## src/rtl/routine_player_pkg.sv

```systemverilog
// Shared bus layout, display constants and mode encoding for the routine bus player.
package routine_player_pkg;

    localparam int unsigned BUS_W = 46;

    localparam int unsigned RED_MSB  = 45;
    localparam int unsigned RED_LSB  = 36;
    localparam int unsigned GRN_MSB  = 35;
    localparam int unsigned GRN_LSB  = 28;
    localparam int unsigned HEX3_MSB = 27;
    localparam int unsigned HEX3_LSB = 21;
    localparam int unsigned HEX2_MSB = 20;
    localparam int unsigned HEX2_LSB = 14;
    localparam int unsigned HEX1_MSB = 13;
    localparam int unsigned HEX1_LSB = 7;
    localparam int unsigned HEX0_MSB = 6;
    localparam int unsigned HEX0_LSB = 0;

    // Segments are active-low, so all-ones is a dark digit.
    localparam logic [6:0] HEX_BLANK = 7'b1111111;

    localparam logic [BUS_W-1:0] BLANK_FRAME = {10'd0, 8'd0, HEX_BLANK, HEX_BLANK,
                                                HEX_BLANK, HEX_BLANK};

    typedef enum logic [1:0] {
        ModeLive   = 2'b00,
        ModeFrozen = 2'b01,
        ModeReplay = 2'b10
    } PlayerMode;

endpackage

```

## src/rtl/routine_history_ram.sv

```systemverilog
// Frame history store: one write port, one synchronous read port, no reset on contents.
module routine_history_ram
    import routine_player_pkg::*;
#(
    parameter int unsigned DEPTH = 16,
    parameter int unsigned WIDTH = BUS_W
) (
    input  logic                     Clock,
    input  logic                     WrEn,
    input  logic [$clog2(DEPTH)-1:0] WrAddr,
    input  logic [WIDTH-1:0]         WrData,
    input  logic [$clog2(DEPTH)-1:0] RdAddr,
    output logic [WIDTH-1:0]         RdData
);

    logic [WIDTH-1:0] mem [DEPTH];

    always_ff @(posedge Clock) begin
        if (WrEn) begin
            mem[WrAddr] <= WrData;
        end
        RdData <= mem[RdAddr];
    end

endmodule

```

## src/rtl/routine_bus_player.sv

```systemverilog
// Captures the routine bus on Tick, drives LEDs/segments, and replays recent frames on demand.
// Optional frame-change counter built when ROUTINE_PLAYER_CHANGE_CNT_EN is defined.
module routine_bus_player
    import routine_player_pkg::*;
#(
    parameter int unsigned DEPTH = 16
) (
    input  logic                     Clock,
    input  logic                     Reset,
    input  logic [BUS_W-1:0]         InputBus,
    input  logic                     Tick,
    input  logic                     FreezeReq,
    input  logic                     StepBack,
    input  logic                     StepFwd,
    input  logic                     Resume,
    output logic [9:0]               LedRed,
    output logic [7:0]               LedGrn,
    output logic [6:0]               Hex3,
    output logic [6:0]               Hex2,
    output logic [6:0]               Hex1,
    output logic [6:0]               Hex0,
    output logic [1:0]               Mode,
    output logic [$clog2(DEPTH)-1:0] ReplayIndex,
    output logic [$clog2(DEPTH):0]   FillCount,
    output logic [15:0]              ChangeCount
);

    localparam int unsigned AW = $clog2(DEPTH);
    localparam int unsigned FW = AW + 1;
    localparam logic [AW:0] FULL = FW'(DEPTH);

    PlayerMode        modeQ, modeD;
    logic [AW-1:0]    wrPtrQ, wrPtrD;
    logic [AW-1:0]    replayIdxQ, replayIdxD;
    logic [AW:0]      fillQ, fillD;
    logic [BUS_W-1:0] displayQ, displayD;
    logic [BUS_W-1:0] rdData;
    logic [AW-1:0]    rdAddr;
    logic             rdValidQ;
    logic             capture;

    assign capture = (modeQ == ModeLive) && Tick;
    assign rdAddr  = wrPtrQ - AW'(1) - replayIdxQ;

    routine_history_ram #(
        .DEPTH (DEPTH),
        .WIDTH (BUS_W)
    ) uHistory (
        .Clock  (Clock),
        .WrEn   (capture),
        .WrAddr (wrPtrQ),
        .WrData (InputBus),
        .RdAddr (rdAddr),
        .RdData (rdData)
    );

    always_comb begin
        modeD      = modeQ;
        wrPtrD     = wrPtrQ;
        replayIdxD = replayIdxQ;
        fillD      = fillQ;
        displayD   = displayQ;

        if (capture) begin
            wrPtrD   = wrPtrQ + AW'(1);
            displayD = InputBus;
            if (fillQ != FULL) begin
                fillD = fillQ + FW'(1);
            end
        end else if (modeQ != ModeLive && rdValidQ && fillQ != '0) begin
            // rdValidQ says the word in rdData was addressed while already frozen.
            displayD = rdData;
        end

        if (Resume) begin
            if (modeQ != ModeLive) begin
                modeD      = ModeLive;
                replayIdxD = '0;
            end
        end else if (FreezeReq) begin
            if (modeQ == ModeLive) begin
                modeD      = ModeFrozen;
                replayIdxD = '0;
            end
        end else if (StepBack) begin
            if (modeQ != ModeLive && ({1'b0, replayIdxQ} + FW'(1)) < fillQ) begin
                modeD      = ModeReplay;
                replayIdxD = replayIdxQ + AW'(1);
            end
        end else if (StepFwd) begin
            if (modeQ == ModeReplay) begin
                replayIdxD = replayIdxQ - AW'(1);
                if (replayIdxQ == AW'(1)) begin
                    modeD = ModeFrozen;
                end
            end
        end
    end

    always_ff @(posedge Clock) begin
        if (Reset) begin
            modeQ      <= ModeLive;
            wrPtrQ     <= '0;
            replayIdxQ <= '0;
            fillQ      <= '0;
            displayQ   <= BLANK_FRAME;
            rdValidQ   <= 1'b0;
        end else begin
            modeQ      <= modeD;
            wrPtrQ     <= wrPtrD;
            replayIdxQ <= replayIdxD;
            fillQ      <= fillD;
            displayQ   <= displayD;
            rdValidQ   <= (modeQ != ModeLive);
        end
    end

`ifdef ROUTINE_PLAYER_CHANGE_CNT_EN
    logic [BUS_W-1:0] lastFrameQ;
    logic [15:0]      changeCntQ;

    always_ff @(posedge Clock) begin
        if (capture) begin
            lastFrameQ <= InputBus;
        end
    end

    // An empty history means nothing to compare against, so the first capture always counts.
    always_ff @(posedge Clock) begin
        if (Reset) begin
            changeCntQ <= '0;
        end else if (capture && (fillQ == '0 || InputBus != lastFrameQ)
                     && changeCntQ != 16'hFFFF) begin
            changeCntQ <= changeCntQ + 16'd1;
        end
    end

    assign ChangeCount = changeCntQ;
`else
    assign ChangeCount = 16'd0;
`endif

    assign LedRed      = displayQ[RED_MSB:RED_LSB];
    assign LedGrn      = displayQ[GRN_MSB:GRN_LSB];
    assign Hex3        = displayQ[HEX3_MSB:HEX3_LSB];
    assign Hex2        = displayQ[HEX2_MSB:HEX2_LSB];
    assign Hex1        = displayQ[HEX1_MSB:HEX1_LSB];
    assign Hex0        = displayQ[HEX0_MSB:HEX0_LSB];
    assign Mode        = modeQ;
    assign ReplayIndex = replayIdxQ;
    assign FillCount   = fillQ;

endmodule

```

## config.mk

```make
export PLATFORM = sky130hd
export DESIGN_NAME = routine_bus_player
export DESIGN_NICKNAME = d
export VERILOG_FILES = /design/src/rtl/routine_player_pkg.sv /design/src/rtl/routine_history_ram.sv /design/src/rtl/routine_bus_player.sv
export SDC_FILE = /design/constraint.sdc
export NUM_CORES = 1
export LEC_CHECK = 0
export ABC_AREA = 0
export CAP_MARGIN = 40
export CORE_MARGIN = 4
export CORE_UTILIZATION = 55
export CTS_CLUSTER_SIZE = 10
export DETAILED_ROUTE_END_ITERATION = 8
export PLACE_DENSITY = 0.85
export RECOVER_POWER = 25
export SETUP_SLACK_MARGIN = 0.4
export SLEW_MARGIN = 15
export SYNTH_ARGS = -nofsm -noshare
export SYNTH_HDL_FRONTEND = slang
export SYNTH_SLANG_ARGS = --single-unit
```

## constraint.sdc

```tcl
create_clock -name Clock -period 5.9 [get_ports Clock]
set_clock_uncertainty 0.05 [all_clocks]
set_input_delay 1.77 -clock Clock [delete_from_list [all_inputs] [get_ports Clock]]
set_output_delay 1.77 -clock Clock [all_outputs]
set_load 0.01 [all_outputs]
```

==> reports/metrics.cfg <==
[final_layout]
fin_nets=1943
drive_above_1_share_pct=18.9
finish.instance_area_sq_um=37200
multi_input_area_sq_um=7550
syn_to_final_growth_pct=15.5
n_fill_cell=3481
regArea_sq_um=24300

[pwr]
p_leak_nw=12.1
switchingPower_w=0.00400
power_frac_clock_pct=35.1
power.density_nw_per_um2=406
power_frac_comb_pct=18.7
p_int_w=0.0111
power_frac_seq_pct=46.3
peakVddDrop_mv=0.249
finalPower_w=0.0151
switching_share_pct=26.5

[synthesis]
async_flop_share_pct=0
syn_area_per_cell_sq_um=18.7
syn_area_sq_um=32200
ys_seq_elements=844
yosys.cell_types.count=46
synth_edf_count=736
synthCells=1725
ys.warnings.count=0
synth_ff_type=edfxtp_1
synth-seq-area-share_pct=75.3

[floorplan]
die_w_um=250
io_pins=126
initial_core_util_pct=55.7
die-area_sq_um=62500
die_h_um=250
num_rows=88
coreArea_sq_um=57800

[clock_network]
cts_setup_buffers=0
postCtsHoldBufs=0
numCtsBuffers=94
cts_root_buffer=clkbuf_16
h-tree-depth=3
cts_resized=0
worstSkewPairLatency_ps=640
cts_tree=done
clockBufferDepth=3
clk_pin_slew_ps=50
clock_sinks=844

[routing]
wl_per_cell_um=28.6
drt_wl_total_mm=77.8
ant_nets=0
firstDrtPassIters=5
vias=17620
viasPerCell=6.48
drt_iter0_drc=2486
drcViolationCount=0

[timing]
tightest_slew_ps=2160
drv_slew=36
fmax_ghz=0.234
setup_tns_ps=0
finalSetupViolations=0
relSlewSlack_pct=-44.1
fin_crit_ps=4270
hold_violations=0
fin_crit_sh_pct=72.4
whs_ps=415
rsz0062_at_grt=no

[place]
portBuffers=109
gp_congestion=0.823
place_area_sq_um=34400
hpwl_mm=40.1

[global_route]
track_usage_pct=24.9
grt_pass1_wl_mm=118
antenna_found_initial=7
grt_pass1_vias=18443
grt_max_degree=93
overflow=0

[hold_path]
whs_path_depth=2
hold_class=reg -> reg
hold_path.startpoint=uHistory.RdData[33]
holdPathEnd=displayQ[33]

[critical_path]
timing.rr.end=uHistory.RdData[9]
crit_family=simple AND/OR/NAND/NOR gates
crit_path_max_fanout=38
worstSetupEndpointType=flip-flop
reg2regPathDepth=9
critPathBufInv=3
cp_slowest_stage_delay_ps=770
slowest_stage=nor2_4
rrSetupSlack_ps=2220
required_ps=6160
arrival_ps=4530
timing.rr.start=ReplayIndex[0]
crit_chain=clkdlybuf4s50_1 > nor3b_2 > buf_4 > nand2_1 > nor2_4 > buf_12
critical_path_class=in -> reg
critPathLaunchType=primary input

[status]
status=finished with violations
violations=capacitance limit, slew limit

[job]
cap_viol_max_count=1

==> Yosys cell counts, drive strengths merged (8+ instances only) <==
cell / instances / area (sq um)
buf: 77 / 474
edfxtp: 736 / 22100
o21ai: 33 / 165
nor2: 45 / 169
nand2: 225 / 845
ha: 16 / 200
a211oi: 48 / 425
xnor2: 10 / 87.6
inv: 11 / 41.3
nor3: 8 / 40.0
nand3: 30 / 150
a31oi: 47 / 294
a311oi: 18 / 158
and2: 46 / 288
clkbuf: 42 / 159
mux4: 184 / 4140
dfxtp: 108 / 2160
==> cells by family (layout without fill, tap and decap cells) <==
group | Yosys count | in the layout | share of synthesized area, %
other | 1 | 19 | 0.0116
adder cells (fa/ha/maj) | 17 | 17 | 0.683
AND/OR/NAND/NOR | 369 | 369 | 4.94
buffers and inverters | 130 | 343 | 2.09
XOR/XNOR | 14 | 14 | 0.380
multiplexers | 186 | 186 | 12.9
AO/OA/AOI/OAI | 164 | 164 | 3.67
flip-flops | 844 | 844 | 75.3
==> cell usage in the layout (no fill, tap or decap), types with 32 or more instances in the layout <==
master | Yosys | routed
nand2_1 | 225 | 225
dfxtp_1 | 108 | 108
clkbuf_1 | 41 | 75
o21ai_0 | 33 | 32
nor2_1 | 45 | 33
a211oi_1 | 35 | 35
buf_4 | 25 | 32
clkdlybuf4s50_1 | 0 | 81
and2_1 | 46 | 46
edfxtp_1 | 736 | 736
mux4_2 | 184 | 184
a31oi_1 | 47 | 47
clkbuf_16 | 0 | 94
==> per-stage QoR <==
step	instances	worst slack, ps	util, %
global route	2719	1570	64.4
global placement	2539	1140	59.5
finish	2721	1630	64.4
detailed placement	2540	1060	59.5
CTS	2716	1700	64.3
floorplan	1740	866	-
==> cell type report <==
| type | count | share of cell area, % |
|---|---|---|
| flip-flops and latches | 844 | 65.2 |
| multi-input cells | 766 | 20.3 |
| clock buffers | 168 | 7.07 |
| repair buffers | 156 | 4.40 |
| well taps | 765 | 2.57 |
| clock inverters | 8 | 0.336 |
| inverters | 11 | 0.111 |
| diodes | 3 | 0.0202 |
==> worst register-to-register path, stage by stage, from the launching register on <==
cell      delay, ps
dfxtp_1         510
inv_1           170
ha_4            200
fa_4            810
buf_16          260
buf_4           420
mux4_2          350
and2_1          180
a211oi_1        450
a31oi_1         120
==> power groups by stage <==
stage	logic, W	registers, W	clock network (W)
floorplan	0.00188	0.00706	0
global route	0.00301	0.00701	0.00563
global placement	0.00264	0.00707	0
finish	0.00282	0.00699	0.00530
detailed placement	0.00274	0.00709	0
CTS	0.00282	0.00699	0.00536
==> worst max-delay path by stage <==
stage | from | to | slack, ps | depth (start not counted)
6_report | Tick | uHistory.mem[7][1] | 1630 | 6
5_1_grt | Tick | uHistory.mem[7][1] | 1570 | 6
4_1_cts | Tick | uHistory.mem[7][1] | 1700 | 6
3_5_place_dp | Tick | uHistory.mem[7][34] | 1060 | 6
3_3_place_gp | Tick | uHistory.mem[7][4] | 1140 | 6
2_1_floorplan | Tick | uHistory.mem[4][0] | 870 | 5
==> sequential cells by signal, summed over array words and instances, names as in the netlist <==
signal	cells
displayQ	46
rdValidQ	1
Mode	2
wrPtrQ	4
uHistory.RdData	46
uHistory.mem	736
ReplayIndex	4
FillCount	5
==> per-layer routing <==
layer  part of all wire (%)  global-route usage (%)  wire length (um)
met1                     36                    33.5             28100
met2                     50                    40.6             38700
met4                    3.4                    9.30              2650
met3                     11                    5.88              8390
met5                      0                       0                 0
Note: power is estimated with default switching activity, not from simulation.
